$ cat src/rtl/sys_array_ctrl.sv
// rtl/sys_array_ctrl.sv - weight-stationary systolic array sequencer
//
// Runs one job per accepted start: a weight-load phase that shifts ARRAY_H
// weight rows into the grid bottom-row-first, then a feed/drain phase that
// streams num_vecs skewed input vectors and raises the per-column and
// deskewed result strobes. Drives control and addresses only.
//
// Ports:
//   clk, reset_n          clock (rising edge), asynchronous active-low reset
//   start, num_vecs       job request and vector count, sampled in IDLE only
//   abort                 synchronous abort back to IDLE
//   busy, done, error     job status; done and error are one-cycle pulses
//   param_load            weight shift enable to every cell
//   param_rd_en           weight buffer read strobe
//   param_row_addr        weight row presented to the top row
//   input_rd_en           input buffer read strobe
//   input_addr            input vector index
//   row_valid             per-row skewed input enable
//   col_valid             per-column output valid at the bottom of the grid
//   out_wr_en, out_addr   deskewed result write strobe and vector index

module sys_array_ctrl #(
  parameter int ARRAY_H  = 4,
  parameter int ARRAY_W  = 4,
  parameter int MAX_VECS = 256,
  parameter int VEC_W    = $clog2(MAX_VECS + 1),
  parameter int T_W      = $clog2(MAX_VECS + ARRAY_H + ARRAY_W + 1),
  parameter int RA_W     = (ARRAY_H > 1) ? $clog2(ARRAY_H) : 1
) (
  input  logic               clk,
  input  logic               reset_n,
  input  logic               start,
  input  logic               abort,
  input  logic [VEC_W-1:0]   num_vecs,
  output logic               busy,
  output logic               done,
  output logic               error,
  output logic               param_load,
  output logic               param_rd_en,
  output logic [RA_W-1:0]    param_row_addr,
  output logic               input_rd_en,
  output logic [VEC_W-1:0]   input_addr,
  output logic [ARRAY_H-1:0] row_valid,
  output logic [ARRAY_W-1:0] col_valid,
  output logic               out_wr_en,
  output logic [VEC_W-1:0]   out_addr
);

  // Comparisons are done one bit wider than the timer so that bound + N
  // never wraps, even for the largest job.
  localparam int CW = T_W + 1;

  localparam logic [VEC_W-1:0] MAX_N     = VEC_W'(MAX_VECS);
  localparam logic [T_W-1:0]   LOAD_LAST = T_W'(ARRAY_H - 1);
  localparam logic [CW-1:0]    DRAIN_LEN = CW'(ARRAY_W + ARRAY_H - 2);
  localparam logic [CW-1:0]    OUT_T0    = CW'(ARRAY_W - 1 + ARRAY_H);

  typedef enum logic [1:0] {
    S_IDLE,
    S_LOAD_W,
    S_FEED,
    S_DONE
  } state_t;

  state_t           r_state;
  logic [T_W-1:0]   r_timer;
  logic [VEC_W-1:0] r_num;

  logic               r_busy;
  logic               r_done;
  logic               r_error;
  logic               r_param_load;
  logic               r_param_rd_en;
  logic [RA_W-1:0]    r_param_row_addr;
  logic               r_input_rd_en;
  logic [VEC_W-1:0]   r_input_addr;
  logic [ARRAY_H-1:0] r_row_valid;
  logic [ARRAY_W-1:0] r_col_valid;
  logic               r_out_wr_en;
  logic [VEC_W-1:0]   r_out_addr;

  state_t           w_nstate;
  logic [T_W-1:0]   w_ntimer;
  logic [VEC_W-1:0] w_nnum;
  logic             w_nerror;
  logic             w_num_ok;
  logic [CW-1:0]    w_feed_last;

  logic [CW-1:0]    w_t;
  logic [CW-1:0]    w_n;

  logic               w_busy;
  logic               w_done;
  logic               w_param_load;
  logic [RA_W-1:0]    w_param_row_addr;
  logic               w_input_rd_en;
  logic [VEC_W-1:0]   w_input_addr;
  logic [ARRAY_H-1:0] w_row_valid;
  logic [ARRAY_W-1:0] w_col_valid;
  logic               w_out_wr_en;
  logic [VEC_W-1:0]   w_out_addr;

  assign w_num_ok    = (num_vecs != '0) && (num_vecs <= MAX_N);
  assign w_feed_last = {{(CW-VEC_W){1'b0}}, r_num} + DRAIN_LEN;

  // Next-state logic. abort wins over everything, including a start in IDLE.
  always_comb begin
    w_nstate = r_state;
    w_ntimer = r_timer;
    w_nnum   = r_num;
    w_nerror = 1'b0;
    case (r_state)
      S_IDLE: begin
        w_ntimer = '0;
        if (!abort && start) begin
          if (w_num_ok) begin
            w_nstate = S_LOAD_W;
            w_nnum   = num_vecs;
          end else begin
            w_nerror = 1'b1;
          end
        end
      end
      S_LOAD_W: begin
        if (abort) begin
          w_nstate = S_IDLE;
          w_ntimer = '0;
        end else if (r_timer == LOAD_LAST) begin
          w_nstate = S_FEED;
          w_ntimer = '0;
        end else begin
          w_ntimer = r_timer + T_W'(1);
        end
      end
      S_FEED: begin
        if (abort) begin
          w_nstate = S_IDLE;
          w_ntimer = '0;
        end else if ({1'b0, r_timer} == w_feed_last) begin
          w_nstate = S_DONE;
          w_ntimer = '0;
        end else begin
          w_ntimer = r_timer + T_W'(1);
        end
      end
      default: begin
        w_nstate = S_IDLE;
        w_ntimer = '0;
      end
    endcase
  end

  assign w_t = {1'b0, w_ntimer};
  assign w_n = {{(CW-VEC_W){1'b0}}, w_nnum};

  // Output decode from the upcoming state/timer so that the registered
  // outputs line up with the cycle that state is active.
  always_comb begin
    w_busy           = (w_nstate != S_IDLE);
    w_done           = 1'b0;
    w_param_load     = 1'b0;
    w_param_row_addr = '0;
    w_input_rd_en    = 1'b0;
    w_input_addr     = '0;
    w_row_valid      = '0;
    w_col_valid      = '0;
    w_out_wr_en      = 1'b0;
    w_out_addr       = '0;
    case (w_nstate)
      S_LOAD_W: begin
        w_param_load     = 1'b1;
        // Bottom row first: it is pushed down by the later rows.
        w_param_row_addr = RA_W'(ARRAY_H - 1) - w_ntimer[RA_W-1:0];
      end
      S_FEED: begin
        w_input_rd_en = (w_t < w_n);
        if (w_input_rd_en) begin
          w_input_addr = w_ntimer[VEC_W-1:0];
        end
        // Row r sees vector v at t = v + r.
        for (int r = 0; r < ARRAY_H; r++) begin
          w_row_valid[r] = (w_t >= CW'(r)) && (w_t < CW'(r) + w_n);
        end
        // Column c result for vector v reaches the bottom at t = v + c + ARRAY_H.
        for (int c = 0; c < ARRAY_W; c++) begin
          w_col_valid[c] = (w_t >= CW'(c + ARRAY_H)) &&
                           (w_t < CW'(c + ARRAY_H) + w_n);
        end
        // Whole vector is complete once the last column has produced it.
        w_out_wr_en = (w_t >= OUT_T0) && (w_t < OUT_T0 + w_n);
        if (w_out_wr_en) begin
          w_out_addr = VEC_W'(w_t - OUT_T0);
        end
      end
      S_DONE: begin
        w_done = 1'b1;
      end
      default: begin
      end
    endcase
  end

  always_ff @(posedge clk or negedge reset_n) begin
    if (!reset_n) begin
      r_state          <= S_IDLE;
      r_timer          <= '0;
      r_num            <= '0;
      r_busy           <= 1'b0;
      r_done           <= 1'b0;
      r_error          <= 1'b0;
      r_param_load     <= 1'b0;
      r_param_rd_en    <= 1'b0;
      r_param_row_addr <= '0;
      r_input_rd_en    <= 1'b0;
      r_input_addr     <= '0;
      r_row_valid      <= '0;
      r_col_valid      <= '0;
      r_out_wr_en      <= 1'b0;
      r_out_addr       <= '0;
    end else begin
      r_state          <= w_nstate;
      r_timer          <= w_ntimer;
      r_num            <= w_nnum;
      r_busy           <= w_busy;
      r_done           <= w_done;
      r_error          <= w_nerror;
      r_param_load     <= w_param_load;
      r_param_rd_en    <= w_param_load;
      r_param_row_addr <= w_param_row_addr;
      r_input_rd_en    <= w_input_rd_en;
      r_input_addr     <= w_input_addr;
      r_row_valid      <= w_row_valid;
      r_col_valid      <= w_col_valid;
      r_out_wr_en      <= w_out_wr_en;
      r_out_addr       <= w_out_addr;
    end
  end

  assign busy           = r_busy;
  assign done           = r_done;
  assign error          = r_error;
  assign param_load     = r_param_load;
  assign param_rd_en    = r_param_rd_en;
  assign param_row_addr = r_param_row_addr;
  assign input_rd_en    = r_input_rd_en;
  assign input_addr     = r_input_addr;
  assign row_valid      = r_row_valid;
  assign col_valid      = r_col_valid;
  assign out_wr_en      = r_out_wr_en;
  assign out_addr       = r_out_addr;

endmodule

$ cat config.mk
export PLATFORM = sky130hd
export DESIGN_NAME = sys_array_ctrl
export DESIGN_NICKNAME = d
export VERILOG_FILES = /design/src/rtl/sys_array_ctrl.sv
export SDC_FILE = /design/constraint.sdc
export NUM_CORES = 1
export LEC_CHECK = 0
export CAP_MARGIN = 20
export CORE_ASPECT_RATIO = 1.1
export CORE_MARGIN = 2
export CORE_UTILIZATION = 40
export DETAILED_ROUTE_END_ITERATION = 8
export PLACE_DENSITY = 0.58
export SLEW_MARGIN = 20
export SYNTH_ARGS = -nofsm -noshare
export SYNTH_HDL_FRONTEND = slang
export SYNTH_SLANG_ARGS = --single-unit
export TNS_END_PERCENT = 100
$ cat constraint.sdc
create_clock -name clk -period 7.1 [get_ports clk]
set_input_delay 1.065 -clock clk [delete_from_list [all_inputs] [get_ports clk]]
set_output_delay 1.065 -clock clk [all_outputs]
set_load 0.01 [all_outputs]
==> results of run 1 <==
cell usage after synthesis (all sizes together) (7+ instances only):
cell type / instances / area, um^2
nor3: 28 / 145
a21o: 14 / 105
nand3: 19 / 100
dfrtp: 52 / 1300
buf: 16 / 92.6
o21ai: 22 / 114
xor2: 10 / 87.6
inv: 36 / 138
ha: 70 / 876
nand4: 12 / 81.3
nor2: 47 / 176
and3: 7 / 43.8
xnor2: 59 / 517
clkbuf: 7 / 26.3
nand2: 50 / 200
a21oi: 28 / 148
a211oi: 8 / 65.1
mux2i: 7 / 103
nor4: 13 / 100
cell type report:
| class | count | area (um^2) |
|---|---|---|
| fillers | 1217 | 6620 |
| multi-input cells | 477 | 3560 |
| flip-flops and latches | 52 | 1300 |
| repair buffers | 57 | 541 |
| well taps | 157 | 196 |
| clock buffers | 6 | 139 |
| inverters | 36 | 138 |
| clock inverters | 2 | 38.8 |
stage by stage:
stage | total power, mW | utilization | worst slack [ps]
floorplan | 0.701 | - | 2510
global placement | 0.822 | 0.457 | 1310
detailed placement | 0.832 | 0.457 | 1220
CTS | 1.12 | 0.472 | 1530
global route | 1.20 | 0.472 | 1030
finish | 1.12 | 0.472 | 1480
metal layers:
metal	global-route usage	up-vias	wire (um)
li1	-	2199	-
met1	0.281	2149	6590
met2	0.400	116	7500
met3	0.0222	35	537
met4	0.0957	0	481
met5	0	-	0
power by group through the flow:
stage | sequential [mW] | clock, mW | combinational (mW)
final | 0.334 | 0.288 | 0.498
after detailed placement | 0.338 | 0 | 0.494
after global routing | 0.335 | 0.309 | 0.553
after CTS | 0.333 | 0.295 | 0.497
after floorplan | 0.326 | 0 | 0.375
after global placement | 0.339 | 0 | 0.483
path summary, 6_finish.rpt:
| path | slack [ps] | start | to | cells past startpoint |
|---|---|---|---|---|
| setup / recovery | 1480 | num_vecs[0] | col_valid[1] | 17 |
| hold / removal | 790 | r_timer[0] | input_addr[0] | 1 |
| setup reg to reg | 2200 | r_num[1] | input_addr[2] | 18 |
| hold reg to reg | 790 | r_timer[0] | input_addr[0] | 1 |
| max in group asynchronous | 5770 | reset_n | out_addr[2] | 2 |
| min in group asynchronous | 890 | reset_n | done | 2 |
registers in the layout, indices dropped and copies added (netlist names):
signal and flops:
input_addr 9, out_addr 9, r_num 9, r_timer 9, col_valid 4, row_valid 3
param_row_addr 2, r_state 2, busy 1, done 1, error 1, input_rd_en 1
param_rd_en 1
logic make-up after synthesis:
family          synth area share
fa+ha+maj                  0.171
buf+inv                   0.0501
flops                      0.254
xor+xnor                   0.118
compound gates             0.180
simple gates               0.203
mux                       0.0230
==> results.json, run 1 <==
{
  "viasPerCell": 5.72,
  "overflow": 0,
  "async_reset_ff_frac": 1.00,
  "n_antenna_cell": 0,
  "hold_viol": 0,
  "die_area_um2": 13700,
  "start_kind": "input pin",
  "rows": 43,
  "clk_pin_slew_ps": 70,
  "rsz0062_at_grt": "false",
  "max_freq_mhz": 178,
  "cts_max_path_buffers": 2,
  "fin_tns_setup_ps": 0,
  "hp-class": "reg -> reg",
  "ir_drop_mv": 0.0947,
  "pwr_density_cell_nw_per_um2": 190,
  "synth-warning-count": 0,
  "post-dp-hpwl_um": 11600,
  "drtIter0Drc": 283,
  "die_h_um": 123,
  "cts_made_buffers": 5,
  "final_common_cell": "ha_1",
  "root_buffer": "clkbuf_16",
  "critical_path_class": "in -> reg",
  "seq_power_share": 0.298,
  "final_antenna_net_count": 0,
  "cts-hold-fix-buffers": 0,
  "clk_latency_ps": 300,
  "p_comb_frac": 0.445,
  "crit_family": "compound AO/OA/AOI/OAI gates",
  "status": "finished clean",
  "slew_viol_final": 0,
  "synth_edf_count": 0,
  "relSlewSlack": 0.331,
  "synth.cell_area_um2": 5120,
  "final_nets": 712,
  "place_area_um2": 5730,
  "dr.pass1.iters": 4,
  "final-setup-viol-count": 0,
  "drcViolationCount": 0,
  "p_switching_mw": 0.439,
  "critPathMaxFanout": 14,
  "placed_cells": 779,
  "initial_core_util": 0.408,
  "hold_slack_ps": 792,
  "post_drt_wl_per_cell_um": 19.2,
  "synthFlopType": "dfrtp_1",
  "ios": 48,
  "synth_nets": 671,
  "antenna_found_initial": 0,
  "syn_inst": 588,
  "die_w_um": 112,
  "worst-path-buf-inv": 2,
  "path_common_cell": "o21ai_0",
  "drt-total-wl_um": 15100,
  "tightest_slew_ps": 993,
  "p_int_mw": 0.682,
  "maxCapViolations": 0,
  "skew_ps": 11.4,
  "h-tree-depth": 2,
  "synth.avg_cell_area_um2": 8.70,
  "cts_sinks": 52,
  "leakage_nw": 2.69,
  "synth_seq_cells": 52,
  "min_period_over_period": 0.792,
  "portBuffers": 47,
  "seq_area_frac_synth": 0.254,
  "power.share.clock": 0.257,
  "postCtsSetupBuffers": 0,
  "ys_types": 75,
  "grt_pass1_vias": 4448,
  "grt_first_pass_wirelength_um": 24000,
  "cp-end-kind": "flip-flop",
  "cp_data_required_time_ps": 7290,
  "final_cell_mix": "70 x ha_1, 59 x xnor2_1, 52 x dfrtp_1",
  "stdcell_count": 787,
  "grt_max_degree": 53,
  "final.min_clock_period_ps": 5620,
  "dr_total_vias": 4499,
  "switching_share": 0.392,
  "ctsResizeCount": 0,
  "syn2layout_area_growth_pct": 15.6,
  "drive_gt1_frac": 0.0841,
  "cts_tree": "built",
  "track_usage": 0.225,
  "slowest_stage": "o21ai_0",
  "cpPeakStageDelay_ps": 870,
  "crit_path_cell_trace": "clkdlybuf4s50_1 -> nor4_2 -> a211o_1 -> nand2_2 -> o21ai_0 -> ha_1 -> inv_1 -> o21ai_0 -> nand2_1 -> xnor2_1 -> ha_1 -> a21o_1 -> a21oi_1 -> o21ai_0 -> o21ai_0 -> a22oi_1 -> nor4_1",
  "place_congestion": 0.922,
  "coreArea_um2": 12500,
  "final_area_um2": 5910,
  "cp.arrival_ps": 5810
}
No activity file was read; power rests on OpenSTA's default activity.
==> run 2: changes to the inputs <==
==> constraint.sdc (replaced) <==
create_clock -name clk -period 5.8 [get_ports clk]
set_input_delay 0.87 -clock clk [delete_from_list [all_inputs] [get_ports clk]]
set_output_delay 0.87 -clock clk [all_outputs]
set_load 0.01 [all_outputs]
==> run 2 against run 1 <==
  * Sequential power grew 23%
  * Global-route usage grew 0.34 points
  * First-iteration DRC count shrank 20%
  * Highest routed layer unchanged
==> results.json, run 2 (same netlist as run 1, synthesis figures left out) <==
{
  "status": "finished clean",
  "stdcell_count": 795,
  "cp.arrival_ps": 5460,
  "tightest_slew_ps": 1070,
  "drive_gt1_frac": 0.0956,
  "drt-total-wl_um": 15400,
  "slew_viol_final": 0,
  "power_mw": 1.37,
  "n_antenna_cell": 0,
  "post-dp-hpwl_um": 11600,
  "p_int_mw": 0.828,
  "highest_layer": "met4",
  "final_antenna_net_count": 0,
  "maxCapViolations": 0,
  "die_w_um": 112,
  "worst-path-buf-inv": 3,
  "critPathMaxFanout": 11,
  "rsz0062_at_grt": "false",
  "cp-end-kind": "flip-flop",
  "min_period_over_period": 0.918,
  "skew_ps": 4.92,
  "num-fill-cells": 1236,
  "hp-class": "in -> async",
  "postCtsSetupBuffers": 0,
  "final_area_um2": 5960,
  "root_buffer": "clkbuf_16",
  "rows": 43,
  "p_switching_mw": 0.540,
  "cp.depth": 16,
  "ir_drop_mv": 0.150,
  "hold_viol": 0,
  "cts_tree": "built",
  "viasPerCell": 5.86,
  "power.share.clock": 0.251,
  "wl_met1_um": 6530,
  "drtIter0Drc": 226,
  "final-setup-viol-count": 0,
  "overflow": 0,
  "setup_ws_ps": 478,
  "coreArea_um2": 12500,
  "p_comb_frac": 0.449,
  "cp_data_required_time_ps": 5940,
  "ctsResizeCount": 0,
  "drcViolationCount": 0,
  "critical_path_class": "in -> reg",
  "wl_met3_um": 730,
  "portBuffers": 47,
  "start_kind": "input pin",
  "path_common_cell": "ha_1",
  "clk_pin_slew_ps": 70,
  "final_nets": 720,
  "die_area_um2": 13700,
  "dr.pass1.iters": 5,
  "dr_total_vias": 4656,
  "wl_met2_um": 7360,
  "place_area_um2": 5790,
  "crit_family": "simple AND/OR/NAND/NOR gates",
  "cts_made_buffers": 5,
  "slowest_stage": "mux2i_4",
  "syn2layout_area_growth_pct": 16.5,
  "track_usage": 0.229,
  "reg2reg_depth": 17,
  "final_common_cell": "ha_1",
  "grt_first_pass_wirelength_um": 24600,
  "ios": 48,
  "crit_path_cell_trace": "clkdlybuf4s50_1 -> nor4_2 -> nand4_1 -> nand2_2 -> buf_4 -> mux2i_4 -> inv_1 -> ha_1 -> nand2_1 -> nor2_1 -> xnor2_1 -> ha_1 -> and3_1 -> a221oi_1 -> o22ai_1 -> nor4_1",
  "grt_pass1_vias": 4678,
  "post_drt_wl_per_cell_um": 19.3,
  "final.min_clock_period_ps": 5320,
  "pwr_density_cell_nw_per_um2": 229,
  "antenna_found_initial": 1,
  "placed_cells": 787,
  "die_h_um": 123,
  "initial_core_util": 0.408,
  "max_freq_mhz": 188,
  "cts_sinks": 52,
  "fin_tns_setup_ps": 0,
  "relSlewSlack": 0.281,
  "preCtsSetupSlack_ps": 232,
  "seq_power_share": 0.300,
  "switching_share": 0.395,
  "h-tree-depth": 2,
  "clk_latency_ps": 300,
  "grt_max_degree": 53,
  "cts_max_path_buffers": 2,
  "place_congestion": 0.928,
  "leakage_nw": 2.72,
  "final_cell_mix": "70 x ha_1, 59 x xnor2_1, 52 x dfrtp_1",
  "cpPeakStageDelay_ps": 490,
  "cts-hold-fix-buffers": 0
}
[run 2: area by class of cell]
cell class                 instances  area, um^2  area share
tap                              157         196      0.0329
multi-input combinational        477        3560       0.597
sequential                        52        1300       0.218
clock buffer                       5         125      0.0210
clock inverter                     3        42.5     0.00714
inverter                          36         138      0.0231
timing repair buffer              65         601       0.101
[run 2: metrics by stage]
step                      hold slack (ps)  utilization
after floorplan                       574            -
after global placement                644        0.462
after detailed placement              648        0.462
after CTS                             665        0.476
after global routing                  702        0.476
final                                 677        0.476
[run 2: routing by layer]
layer  track usage  vias up
li1              -     2202
met4         0.122        0
met1         0.275     2235
met2         0.402      170
met3        0.0281       49
met5             0        -
[run 2: power groups by stage]
| stage | clock (mW) | combinational, mW | sequential [mW] |
|---|---|---|---|
| 4_1_cts | 0.349 | 0.615 | 0.408 |
| 5_1_grt | 0.363 | 0.690 | 0.411 |
| 3_3_place_gp | 0 | 0.597 | 0.415 |
| 6_report | 0.343 | 0.615 | 0.410 |
| 2_1_floorplan | 0 | 0.459 | 0.399 |
| 3_5_place_dp | 0 | 0.612 | 0.415 |
[run 2: path summary, 6_finish.rpt]
check                             from      endpoint  slack [ps]
max                        num_vecs[0]  row_valid[2]         480
min                            reset_n          done         680
max reg2reg                 r_state[1]  row_valid[2]         970
min reg2reg                   r_num[7]      r_num[7]         680
max in group asynchronous      reset_n    r_timer[0]        4670
min in group clk              r_num[7]      r_num[7]         680
==> run 3: changes to the inputs <==
--- a/config.mk
+++ b/config.mk
@@ -5,13 +5,11 @@
 export SDC_FILE = /design/constraint.sdc
 export NUM_CORES = 1
 export LEC_CHECK = 0
-export CAP_MARGIN = 20
 export CORE_ASPECT_RATIO = 1.1
 export CORE_MARGIN = 2
 export CORE_UTILIZATION = 40
 export DETAILED_ROUTE_END_ITERATION = 8
 export PLACE_DENSITY = 0.58
-export SLEW_MARGIN = 20
 export SYNTH_ARGS = -nofsm -noshare
 export SYNTH_HDL_FRONTEND = slang
 export SYNTH_SLANG_ARGS = --single-unit
==> results of run 3 <==
No change in the layout: final DEF, timing and power equal those of run 2.
